--- src/rtl/load_buffer_pkg.sv ---
// Shared constants for the load path: opcode encodings, bus widths, memory size codes
// and the I/O address boundary.
package load_buffer_pkg;

    localparam int unsigned InstTypeWidth = 3;
    localparam int unsigned ROBWidth      = 4;
    localparam int unsigned AddressWidth  = 32;
    localparam int unsigned DataWidth     = 32;
    localparam int unsigned IDWidth       = 4;

    localparam logic [31:0] LB_IO_BASE = 32'h0003_0000;

    typedef enum logic [InstTypeWidth-1:0] {
        OP_NOP = 3'd0,
        OP_LB  = 3'd1,
        OP_LH  = 3'd2,
        OP_LW  = 3'd3,
        OP_LBU = 3'd4,
        OP_LHU = 3'd5
    } lb_opcode_e;

    localparam logic [1:0] MEM_SIZE_B = 2'd0;
    localparam logic [1:0] MEM_SIZE_H = 2'd1;
    localparam logic [1:0] MEM_SIZE_W = 2'd2;

    typedef enum logic [1:0] {
        LB_IDLE  = 2'd0,
        LB_BUSY  = 2'd1,
        LB_DRAIN = 2'd2
    } lb_state_e;

    function automatic logic [1:0] mem_size_of(input logic [InstTypeWidth-1:0] op);
        case (op)
            OP_LH, OP_LHU: return MEM_SIZE_H;
            OP_LW:         return MEM_SIZE_W;
            default:       return MEM_SIZE_B;
        endcase
    endfunction

endpackage

--- src/rtl/lb_if.sv ---
// Address-unit, memory-controller and CDB-lane signals of the load buffer.
interface lb_if
    import load_buffer_pkg::*;
#(
    parameter int unsigned ROB_WIDTH  = ROBWidth,
    parameter int unsigned ADDR_WIDTH = AddressWidth,
    parameter int unsigned DATA_WIDTH = DataWidth
);
    logic                     addrunit_lbuffer_en_in;
    logic [ADDR_WIDTH-1:0]    addrunit_lbuffer_addr_in;
    logic [ROB_WIDTH-1:0]     addrunit_lbuffer_dest_in;
    logic [InstTypeWidth-1:0] addrunit_lbuffer_opcode_in;
    logic                     lbuffer_mem_req_out;
    logic [ADDR_WIDTH-1:0]    lbuffer_mem_addr_out;
    logic [1:0]               lbuffer_mem_size_out;
    logic                     mem_lbuffer_done_in;
    logic [DATA_WIDTH-1:0]    mem_lbuffer_data_in;
    logic [ROB_WIDTH-1:0]     lbuffer_cdb_b_out;
    logic [DATA_WIDTH-1:0]    lbuffer_cdb_result_out;

    modport master (
        output addrunit_lbuffer_en_in, addrunit_lbuffer_addr_in, addrunit_lbuffer_dest_in,
               addrunit_lbuffer_opcode_in, mem_lbuffer_done_in, mem_lbuffer_data_in,
        input  lbuffer_mem_req_out, lbuffer_mem_addr_out, lbuffer_mem_size_out,
               lbuffer_cdb_b_out, lbuffer_cdb_result_out
    );

    modport slave (
        input  addrunit_lbuffer_en_in, addrunit_lbuffer_addr_in, addrunit_lbuffer_dest_in,
               addrunit_lbuffer_opcode_in, mem_lbuffer_done_in, mem_lbuffer_data_in,
        output lbuffer_mem_req_out, lbuffer_mem_addr_out, lbuffer_mem_size_out,
               lbuffer_cdb_b_out, lbuffer_cdb_result_out
    );
endinterface

--- src/rtl/load_buffer_extend.sv ---
// lb_extend: sign/zero extension of LSB-aligned load data by opcode; shared with store forwarding.
module lb_extend
    import load_buffer_pkg::*;
#(
    parameter int unsigned DATA_WIDTH = DataWidth
) (
    input  logic [InstTypeWidth-1:0] i_opcode,
    input  logic [DATA_WIDTH-1:0]    i_data,
    output logic [DATA_WIDTH-1:0]    o_result
);
    always_comb begin
        o_result = i_data;
        case (i_opcode)
            OP_LB:   o_result = {{(DATA_WIDTH-8){i_data[7]}}, i_data[7:0]};
            OP_LH:   o_result = {{(DATA_WIDTH-16){i_data[15]}}, i_data[15:0]};
            OP_LBU:  o_result = {{(DATA_WIDTH-8){1'b0}}, i_data[7:0]};
            OP_LHU:  o_result = {{(DATA_WIDTH-16){1'b0}}, i_data[15:0]};
            default: o_result = i_data;
        endcase
    end
endmodule

--- src/rtl/load_buffer.sv ---
// load_buffer: in-order load FIFO issuing one memory read at a time and broadcasting on the CDB.
// Define LOAD_BUFFER_BYPASS_EN to issue an eligible load into an empty idle buffer on its enqueue edge.
//
// state    | meaning
// LB_IDLE  | no read outstanding; issues the head entry once it is eligible
// LB_BUSY  | read for the head entry outstanding; done pops and broadcasts it
// LB_DRAIN | read orphaned by a flush; done is awaited and its data discarded
module load_buffer
    import load_buffer_pkg::*;
#(
    parameter int unsigned           LB_DEPTH   = 8,
    parameter int unsigned           ROB_WIDTH  = ROBWidth,
    parameter int unsigned           ADDR_WIDTH = AddressWidth,
    parameter int unsigned           DATA_WIDTH = DataWidth,
    parameter logic [ADDR_WIDTH-1:0] IO_BASE    = ADDR_WIDTH'(LB_IO_BASE)
) (
    input  logic                 clk_in,
    input  logic                 rst_in,
    input  logic                 rdy_in,
    input  logic [ROB_WIDTH-1:0] rob_lbuffer_head_in,
    input  logic                 rob_lbuffer_rst_in,
    output logic                 lbuffer_rs_rdy_out,
    lb_if.slave                  bus
);
    localparam int unsigned PTR_W = $clog2(LB_DEPTH);
    localparam int unsigned CNT_W = PTR_W + 1;

    logic [ADDR_WIDTH-1:0]    r_addr [LB_DEPTH];
    logic [ROB_WIDTH-1:0]     r_dest [LB_DEPTH];
    logic [InstTypeWidth-1:0] r_op   [LB_DEPTH];
    logic [PTR_W-1:0]         r_head;
    logic [PTR_W-1:0]         r_tail;
    logic [CNT_W-1:0]         r_count;

    lb_state_e                r_state;
    lb_state_e                w_state_nxt;
    logic [ADDR_WIDTH-1:0]    r_mem_addr;
    logic [1:0]               r_mem_size;
    logic [ROB_WIDTH-1:0]     r_cdb_b;
    logic [DATA_WIDTH-1:0]    r_cdb_result;

    logic                     w_flush;
    logic                     w_push;
    logic                     w_pop;
    logic                     w_head_elig;
    logic                     w_bypass;
    logic                     w_issue;
    logic [ADDR_WIDTH-1:0]    w_issue_addr;
    logic [InstTypeWidth-1:0] w_issue_op;
    logic [DATA_WIDTH-1:0]    w_ext;

    assign w_flush     = rob_lbuffer_rst_in;
    assign w_push      = bus.addrunit_lbuffer_en_in && !w_flush && (r_count != CNT_W'(LB_DEPTH));
    assign w_head_elig = (r_count != '0) &&
                         ((r_addr[r_head] < IO_BASE) || (r_dest[r_head] == rob_lbuffer_head_in));

`ifdef LOAD_BUFFER_BYPASS_EN
    logic w_in_elig;
    assign w_in_elig = (bus.addrunit_lbuffer_addr_in < IO_BASE) ||
                       (bus.addrunit_lbuffer_dest_in == rob_lbuffer_head_in);
    assign w_bypass  = (r_count == '0) && bus.addrunit_lbuffer_en_in && w_in_elig;
`else
    assign w_bypass  = 1'b0;
`endif

    assign w_issue      = (r_state == LB_IDLE) && !w_flush && (w_head_elig || w_bypass);
    assign w_issue_addr = w_bypass ? bus.addrunit_lbuffer_addr_in : r_addr[r_head];
    assign w_issue_op   = w_bypass ? bus.addrunit_lbuffer_opcode_in : r_op[r_head];
    // A flush racing the completion still pops nothing and suppresses the broadcast.
    assign w_pop        = (r_state == LB_BUSY) && bus.mem_lbuffer_done_in && !w_flush;

    lb_extend #(.DATA_WIDTH(DATA_WIDTH)) u_extend (
        .i_opcode (r_op[r_head]),
        .i_data   (bus.mem_lbuffer_data_in),
        .o_result (w_ext)
    );

    always_ff @(posedge clk_in) begin
        if (rdy_in && w_push) begin
            r_addr[r_tail] <= bus.addrunit_lbuffer_addr_in;
            r_dest[r_tail] <= bus.addrunit_lbuffer_dest_in;
            r_op[r_tail]   <= bus.addrunit_lbuffer_opcode_in;
        end
    end

    always_ff @(posedge clk_in) begin
        if (rst_in) begin
            r_head  <= '0;
            r_tail  <= '0;
            r_count <= '0;
        end else if (rdy_in) begin
            if (w_flush) begin
                r_head  <= r_tail;
                r_count <= '0;
            end else begin
                if (w_push) r_tail <= r_tail + 1'b1;
                if (w_pop)  r_head <= r_head + 1'b1;
                r_count <= r_count + CNT_W'(w_push) - CNT_W'(w_pop);
            end
        end
    end

    // Enqueue into a full buffer means the reservation station ignored rs_rdy.
    always_ff @(posedge clk_in) begin
        if (!rst_in && rdy_in && bus.addrunit_lbuffer_en_in && !w_flush)
            assert (r_count != CNT_W'(LB_DEPTH));
    end

    always_ff @(posedge clk_in) begin
        if (rst_in)
            r_state <= LB_IDLE;
        else if (rdy_in)
            r_state <= w_state_nxt;
    end

    always_comb begin
        w_state_nxt = r_state;
        case (r_state)
            LB_IDLE:  if (w_issue) w_state_nxt = LB_BUSY;
            LB_BUSY: begin
                if (bus.mem_lbuffer_done_in) w_state_nxt = LB_IDLE;
                else if (w_flush)            w_state_nxt = LB_DRAIN;
            end
            LB_DRAIN: if (bus.mem_lbuffer_done_in) w_state_nxt = LB_IDLE;
            default:  w_state_nxt = LB_IDLE;
        endcase
    end

    always_comb begin
        bus.lbuffer_mem_req_out    = (r_state != LB_IDLE);
        bus.lbuffer_mem_addr_out   = r_mem_addr;
        bus.lbuffer_mem_size_out   = r_mem_size;
        bus.lbuffer_cdb_b_out      = r_cdb_b;
        bus.lbuffer_cdb_result_out = r_cdb_result;
        lbuffer_rs_rdy_out         = (r_count <= CNT_W'(LB_DEPTH - 2));
    end

    always_ff @(posedge clk_in) begin
        if (rst_in) begin
            r_mem_addr   <= '0;
            r_mem_size   <= '0;
            r_cdb_b      <= '0;
            r_cdb_result <= '0;
        end else if (rdy_in) begin
            if (w_issue) begin
                r_mem_addr <= w_issue_addr;
                r_mem_size <= mem_size_of(w_issue_op);
            end
            r_cdb_b <= w_pop ? r_dest[r_head] : '0;
            if (w_pop)
                r_cdb_result <= w_ext;
        end
    end

endmodule

--- src/flat_wrapper.sv ---
// flat-port wrapper written by rule: the top's interface ports become plain ports
module load_buffer_flat import load_buffer_pkg::*;
#(
    parameter int unsigned           LB_DEPTH   = 8,
    parameter int unsigned           ROB_WIDTH  = ROBWidth,
    parameter int unsigned           ADDR_WIDTH = AddressWidth,
    parameter int unsigned           DATA_WIDTH = DataWidth,
    parameter logic [ADDR_WIDTH-1:0] IO_BASE    = ADDR_WIDTH'(LB_IO_BASE)
)
  (clk_in, rst_in, rdy_in, rob_lbuffer_head_in, rob_lbuffer_rst_in, lbuffer_rs_rdy_out, bus_addrunit_lbuffer_en_in, bus_addrunit_lbuffer_addr_in, bus_addrunit_lbuffer_dest_in, bus_addrunit_lbuffer_opcode_in, bus_mem_lbuffer_done_in, bus_mem_lbuffer_data_in, bus_lbuffer_mem_req_out, bus_lbuffer_mem_addr_out, bus_lbuffer_mem_size_out, bus_lbuffer_cdb_b_out, bus_lbuffer_cdb_result_out);
  lb_if #(.ROB_WIDTH(ROB_WIDTH), .ADDR_WIDTH(ADDR_WIDTH), .DATA_WIDTH(DATA_WIDTH)) bus_i ();
  input  logic clk_in;
  input  logic rst_in;
  input  logic rdy_in;
  input  logic [ROB_WIDTH-1:0] rob_lbuffer_head_in;
  input  logic rob_lbuffer_rst_in;
  output logic lbuffer_rs_rdy_out;
  input wire logic [$bits(bus_i.addrunit_lbuffer_en_in)-1:0] bus_addrunit_lbuffer_en_in;
  input wire logic [$bits(bus_i.addrunit_lbuffer_addr_in)-1:0] bus_addrunit_lbuffer_addr_in;
  input wire logic [$bits(bus_i.addrunit_lbuffer_dest_in)-1:0] bus_addrunit_lbuffer_dest_in;
  input wire logic [$bits(bus_i.addrunit_lbuffer_opcode_in)-1:0] bus_addrunit_lbuffer_opcode_in;
  input wire logic [$bits(bus_i.mem_lbuffer_done_in)-1:0] bus_mem_lbuffer_done_in;
  input wire logic [$bits(bus_i.mem_lbuffer_data_in)-1:0] bus_mem_lbuffer_data_in;
  output wire logic [$bits(bus_i.lbuffer_mem_req_out)-1:0] bus_lbuffer_mem_req_out;
  output wire logic [$bits(bus_i.lbuffer_mem_addr_out)-1:0] bus_lbuffer_mem_addr_out;
  output wire logic [$bits(bus_i.lbuffer_mem_size_out)-1:0] bus_lbuffer_mem_size_out;
  output wire logic [$bits(bus_i.lbuffer_cdb_b_out)-1:0] bus_lbuffer_cdb_b_out;
  output wire logic [$bits(bus_i.lbuffer_cdb_result_out)-1:0] bus_lbuffer_cdb_result_out;
  assign bus_i.addrunit_lbuffer_en_in = bus_addrunit_lbuffer_en_in;
  assign bus_i.addrunit_lbuffer_addr_in = bus_addrunit_lbuffer_addr_in;
  assign bus_i.addrunit_lbuffer_dest_in = bus_addrunit_lbuffer_dest_in;
  assign bus_i.addrunit_lbuffer_opcode_in = bus_addrunit_lbuffer_opcode_in;
  assign bus_i.mem_lbuffer_done_in = bus_mem_lbuffer_done_in;
  assign bus_i.mem_lbuffer_data_in = bus_mem_lbuffer_data_in;
  assign bus_lbuffer_mem_req_out = bus_i.lbuffer_mem_req_out;
  assign bus_lbuffer_mem_addr_out = bus_i.lbuffer_mem_addr_out;
  assign bus_lbuffer_mem_size_out = bus_i.lbuffer_mem_size_out;
  assign bus_lbuffer_cdb_b_out = bus_i.lbuffer_cdb_b_out;
  assign bus_lbuffer_cdb_result_out = bus_i.lbuffer_cdb_result_out;
  load_buffer #(.LB_DEPTH(LB_DEPTH), .ROB_WIDTH(ROB_WIDTH), .ADDR_WIDTH(ADDR_WIDTH), .DATA_WIDTH(DATA_WIDTH), .IO_BASE(IO_BASE)) u_core (.clk_in(clk_in), .rst_in(rst_in), .rdy_in(rdy_in), .rob_lbuffer_head_in(rob_lbuffer_head_in), .rob_lbuffer_rst_in(rob_lbuffer_rst_in), .lbuffer_rs_rdy_out(lbuffer_rs_rdy_out), .bus(bus_i));
endmodule
--- config.mk ---
export PLATFORM = sky130hd
export DESIGN_NAME = load_buffer_flat
export DESIGN_NICKNAME = d
export VERILOG_FILES = /design/src/rtl/load_buffer_pkg.sv /design/src/rtl/lb_if.sv /design/src/rtl/load_buffer_extend.sv /design/src/rtl/load_buffer.sv /design/src/flat_wrapper.sv
export SDC_FILE = /design/constraint.sdc
export NUM_CORES = 1
export LEC_CHECK = 0
export BUFFER_PORTS_ARGS = -buffer_cell sky130_fd_sc_hd__buf_2
export CAP_MARGIN = 0
export CORE_ASPECT_RATIO = 0.75
export CORE_MARGIN = 2
export CORE_UTILIZATION = 59
export CTS_CLUSTER_DIAMETER = 80
export DETAILED_ROUTE_END_ITERATION = 10
export PLACE_DENSITY = 0.8
export RECOVER_POWER = 25
export SLEW_MARGIN = 20
export SYNTH_ARGS = -nofsm -noshare
export SYNTH_HDL_FRONTEND = slang
export SYNTH_SLANG_ARGS = --single-unit
--- constraint.sdc ---
create_clock -name clk_in -period 5.1 [get_ports clk_in]
set_clock_uncertainty 0.1 [all_clocks]
set_input_delay 0.51 -clock clk_in [delete_from_list [all_inputs] [get_ports clk_in]]
set_output_delay 0.51 -clock clk_in [all_outputs]
set_load 0.02 [all_outputs]
==> impl_metrics.yaml, run 1 <==
sta:
  period_needed_ps: 3870
  final_hold_viol_count: 0
  setup_viol: 0
  period_share: 0.758
  setup_slack_ps: 1230
  slew_viol_final: 0
  fmax_ghz: 0.259
  final.setup.tns_ps: 0
  relSlewSlack: 0.305
  rsz0062_at_grt: "false"
  tightest_slew_ps: 1040
  holdWs_ps: 129
power_and_ir_drop:
  pwr-share-seq: 0.523
  internal_power_uw: 5400
  p_sw_frac: 0.196
  switchingPower_uw: 1310
  combPwrFrac: 0.034
  clockPowerShare: 0.443
  power_density_nw_per_um2: 372
  p_leak_uw: 0.00620
  ir_drop_mv: 0.297
clocking:
  cts_resized: 0
  root_buffer: "clkbuf_16"
  cts_tree: "built"
  cts_sinks: 397
  postCtsSetupBuffers: 0
  htreeDepth: 2
  path_clk_slew_ps: 60
  postCtsHoldBufs: 0
  numCtsBuffers: 38
  cts_buffer_depth: 3
  clock_latency_ps: 530
min_path:
  holdCritPathClass: "primary input to flop"
  holdPathStages: 3
  min-delay-start: "bus_mem_lbuffer_data_in[5]"
  hold-path-endpoint: "u_core.bus.lbuffer_cdb_result_out[5]"
drt:
  wl_per_cell_um: 22.4
  final_antenna_net_count: 0
  wl_met1_um: 13600
  drt_iter0_drc: 638
  met2_length_um: 15500
  met3_length_um: 2200
  top_layer: "met4"
  routed_wl_um: 31700
  via_count: 8221
  viasPerCell: 5.80
  dr.pass1.iters: 5
  remaining_drc_errors: 0
logic_synthesis:
  synthCells: 880
  yosysMostFrequentCell: "edfxtp_1"
  synth-edff-count: 312
  async_flop_share: 0
  synth_top_area_cell: "edfxtp_1"
  synthFlopType: "edfxtp_1"
  netlist.area_leader.share: 0.600
  netlist_top_cells_count: "312 x edfxtp_1, 85 x dfxtp_1, 78 x nor2_1"
  ys_ff_latch: 397
  yosysUniqueCellTypes: 42
  yosysWarnings: 0
  yosysSeqAreaShare: 0.709
  synth_area_um2: 15600
  synth.net_count: 971
  syn_avg_cell_area_um2: 17.7
  synth_area_leaders: "edfxtp_1 60%, dfxtp_1 11%, mux4_2 9.5%, mux2i_1 2.8%, mux2_4 2.7%"
setup_path:
  path_cells: "buf_4 > mux4_1 > mux2i_1 > nor2b_1 > a31oi_2 > and2_0 > a211oi_1"
  endpoint_kind: "flop"
  crit_type: "flop to flop"
  cp_slowest_cell: "and2_0"
  critPathMaxFanout: 24
  r2r_cells: 7
  required_ps: 5350
  arrival_ps: 4120
  r2r_end: "u_core.bus.lbuffer_cdb_result_out[29]"
  rrSetupSlack_ps: 1230
  critPathLaunchType: "flop"
  cpPeakStageDelay_ps: 730
die:
  initial_core_util: 0.601
  coreArea_um2: 26000
  fp-row-count: 51
  fp.dieArea_um2: 27800
  chipWidth_um: 192
  io_pins: 153
  die_h_um: 145
placement:
  port_buffers: 152
  preCtsSetupSlack_ps: 1210
  gp_congestion: 0.762
  post_dp_cell_area_um2: 16700
  place_hpwl_um: 18500
status:
  status: "completed"
global_routing:
  grt_pass1_vias: 8282
  grt_max_degree: 68
  grt_first_pass_wirelength_um: 48000
  grt_util_all_layers: 0.230
  grt_remaining_overflow: 0
  antenna_found_initial: 2
finish:
  area_growth_pct: 15.5
  final_area_um2: 18000
  fillCellCount: 1672
  nets: 1133
  drive_above_1_share: 0.293
  seq_area_um2: 11100
  multi_input_area_um2: 4290
  post-route-util: 0.695
job:
  drv_cap: 0
-- power by group through the flow --
stage	sequential (uW)	combinational, uW	clock [uW]
2_1_floorplan	3580	150	0
3_3_place_gp	3580	227	0
3_5_place_dp	3580	233	0
4_1_cts	3510	235	3010
5_1_grt	3510	252	3120
6_report	3510	230	2970
-- cell families after synthesis --
family,share of synthesized area
mux,0.174
xor+xnor,0.00505
simple gates,0.0570
buf+inv,0.0208
compound gates,0.0257
flops,0.709
fa+ha+maj,0.00849
-- metal layers --
metal,GRT usage,up-vias
li1,-,3720
met1,0.325,4177
met2,0.374,282
met3,0.0481,42
met4,0.0500,0
met5,0,-
-- critical path: cells and delay by family, from the launching register on --
family	cells	cell delay (ps)
mux	2	1020
simple gates	2	870
compound gates	2	630
flops	1	580
buf+inv	1	490
-- registers in the layout, indices dropped and copies added, names as in the netlist, named ones only --
signal and cells:
u_core.bus.lbuffer_mem_size_out 2, u_core.r_state 2, u_core.r_head 3, u_core.bus.lbuffer_cdb_result_out 32, u_core.r_op 24, u_core.r_tail 3
u_core.r_addr 256, u_core.bus.lbuffer_mem_addr_out 32, u_core.bus.lbuffer_cdb_b_out 4, u_core.r_dest 32, u_core.r_count 4
-- layout by cell type (no fill, tap or decap), types with 26 or more instances in the layout --
master     Yosys  routed
dfxtp_1       85      82
nor2b_1       41      41
nand2_1       49      49
nor2_1        78      71
mux4_2        66      66
mux2i_1       44      44
buf_2          7     120
mux2_4        28      28
clkbuf_16      0      41
clkbuf_1      22      38
a211oi_1      26      26
edfxtp_1     312     312
-- layout make-up --
type | count | share of cell area
clock inverters | 18 | 0.0137
diodes | 2 | 0.000277
repair buffers | 168 | 0.0475
inverters | 12 | 0.00250
clock buffers | 51 | 0.0601
flip-flops and latches | 397 | 0.614
well taps | 344 | 0.0239
multi-input cells | 425 | 0.238
-- how the worst max path moves through the flow --
stage	endpoint	slack, ps	cells past startpoint
6_report	u_core.bus.lbuffer_cdb_result_out[29]	1230	7
5_1_grt	u_core.bus.lbuffer_cdb_result_out[29]	900	7
4_1_cts	u_core.bus.lbuffer_cdb_result_out[29]	1180	7
3_5_place_dp	u_core.bus.lbuffer_cdb_result_out[29]	1210	7
3_3_place_gp	u_core.bus.lbuffer_cdb_result_out[22]	1390	7
2_1_floorplan	u_core.r_addr[0][0]	670	5
-- per-stage QoR --
stage	cells	total power (uW)
after floorplan	880	3730
after global placement	1346	3810
after detailed placement	1346	3810
after CTS	1415	6750
after global routing	1415	6890
final	1417	6710
No activity file was read; power rests on OpenSTA's default activity.
==> inputs of run 2 (changes only) <==
CORE_UTILIZATION = 53   (was 59)
PLACE_DENSITY = 0.76   (was 0.8)
clock period = 3.4 ns   (was 5.1 ns; I/O delays follow)
==> run 2 against run 1 <==
  * Maximum frequency up 20%
  * First-iteration DRC count up 5.2%
  * Global-route usage down 1.2 points
  * Die area up 11%
  * Worst setup slack worse by 1000 ps
  * Non-clock buffer count up 85
==> impl_metrics.yaml, run 2 (same netlist as run 1, synthesis figures left out) <==
global_routing:
  antenna_found_initial: 0
  grt_util_all_layers: 0.218
  grt_max_degree: 87
  grt_remaining_overflow: 0
  grt_pass1_vias: 8909
  grt_first_pass_wirelength_um: 51300
finish:
  final_common_cell: "edfxtp_1"
  nets: 1218
  regMostFlops: "u_core.r_addr"
  seq_area_um2: 11100
  drive_above_1_share: 0.285
  area_growth_pct: 21.2
  multi_input_area_um2: 4300
  largest_register_ffs: 256
  num_antenna_cells: 0
  fillCellCount: 1942
  layout_common_cells: "312 x edfxtp_1, 122 x buf_2, 82 x dfxtp_1"
drt:
  drt_iter0_drc: 671
  via_count: 8606
  dr.pass1.iters: 5
  wl_per_cell_um: 21.5
  viasPerCell: 5.56
  routed_wl_um: 33200
  final_antenna_net_count: 0
  remaining_drc_errors: 0
status:
  status: "completed"
sta:
  final.setup.tns_ps: 0
  holdWs_ps: 22.3
  setup_viol: 0
  final_hold_viol_count: 0
  period_share: 0.944
  relSlewSlack: 0.354
  fmax_ghz: 0.312
  setup_slack_ps: 191
  tightest_slew_ps: 969
  rsz0062_at_grt: "false"
  slew_viol_final: 0
  period_needed_ps: 3210
power_and_ir_drop:
  internal_power_uw: 7770
  p_sw_frac: 0.205
  switchingPower_uw: 2000
  power_density_nw_per_um2: 516
  combPwrFrac: 0.045
  ir_drop_mv: 0.468
  pwr-share-seq: 0.539
  clockPowerShare: 0.417
  p_leak_uw: 0.00653
setup_path:
  endpoint_kind: "flop"
  critPathLaunchType: "flop"
  critPathMaxFanout: 35
  required_ps: 3710
  crit_type: "flop to flop"
  critical_path.endpoint: "u_core.bus.lbuffer_mem_addr_out[14]"
  r2r_end: "u_core.bus.lbuffer_mem_addr_out[14]"
  arrival_ps: 3520
  r2r_cells: 8
  rrSetupSlack_ps: 190
min_path:
  holdCritPathClass: "primary input to flop"
  min-delay-start: "bus_mem_lbuffer_data_in[8]"
clocking:
  cts_buffer_depth: 3
  path_clk_slew_ps: 60
  root_buffer: "clkbuf_16"
  clock_latency_ps: 530
  cts_sinks: 397
  cts_tree: "built"
  numCtsBuffers: 38
  htreeDepth: 2
die:
  chipWidth_um: 202
  die_h_um: 153
  io_pins: 153
  coreArea_um2: 29100
  fp-row-count: 54
  initial_core_util: 0.538
  fp.dieArea_um2: 30900
placement:
  place_hpwl_um: 19500
  preCtsSetupSlack_ps: 194
  gp_congestion: 0.805
  port_buffers: 152
job:
  drv_cap: 0
==> run 2: changes by cell type in the layout (fill, tap and decap cells not counted), moves of 3 or more <==
cell | previous run | this run
buf_4 | 16 | 22
buf_12 | 1 | 13
bufinv_16 | 6 | 2
clkinv_1 | 2 | 5
dlygate4sd3_1 | 0 | 67
==> run 2: per-stage QoR <==
step           instance area, um^2  std cells  total power (uW)  utilization
2_1_floorplan                15600        880              5590            -
3_3_place_gp                 17100       1412              5730        0.588
3_5_place_dp                 17100       1412              5740        0.588
4_1_cts                      19000       1547              9840        0.653
5_1_grt                      18900       1547             10100        0.651
6_report                     18900       1547              9770        0.651
==> run 2: layout make-up <==
class,instances,share of cell area
clock buffers,49,0.0546
well taps,392,0.0259
inverters,12,0.00238
clock inverters,19,0.00840
multi-input cells,425,0.227
flip-flops and latches,397,0.585
repair buffers,253,0.0959
==> run 2: how the worst min path moves through the flow <==
stage	cells after the start	end	slack, ps
finish	3	u_core.bus.lbuffer_cdb_result_out[8]	20
global placement	2	u_core.bus.lbuffer_cdb_result_out[2]	340
CTS	1	u_core.r_addr[2][20]	0.4
global route	3	u_core.bus.lbuffer_cdb_result_out[8]	10
floorplan	0	u_core.r_addr[0][0]	340
detailed placement	2	u_core.bus.lbuffer_cdb_result_out[3]	350
==> run 2: power by group through the flow <==
| stage | registers [uW] | clock network (uW) | logic [uW] |
|---|---|---|---|
| after global placement | 5360 | 0 | 367 |
| after global routing | 5260 | 4320 | 475 |
| final | 5260 | 4070 | 436 |
| after detailed placement | 5370 | 0 | 377 |
| after CTS | 5260 | 4140 | 443 |
| after floorplan | 5360 | 0 | 225 |
==> run 2: per-layer routing <==
| layer | share of wire | GRT usage | wire length [um] | vias up |
|---|---|---|---|---|
| li1 | - | - | - | 3900 |
| met1 | 0.43 | 0.303 | 14400 | 4353 |
| met5 | 0 | 0 | 0 | - |
| met2 | 0.48 | 0.357 | 15900 | 298 |
| met4 | 0.023 | 0.0567 | 753 | 0 |
| met3 | 0.065 | 0.0426 | 2160 | 55 |
==> run 2: worst max-delay path, stage by stage (launching register included) <==
cell     delay, ps
dfxtp_4        450
buf_12         260
mux4_2         560
mux2i_1        350
nand4_1        300
nor4_2         320
o21ai_4        110
buf_12         250
mux2_4         320
==> run 2: timing repair <==
action,in CTS,in global routing
hold buffers,67,0
setup endpoints to repair,0,16
buffers inserted,0,0
endpoints found under the hold margin,300,0
gates resized for setup,0,1
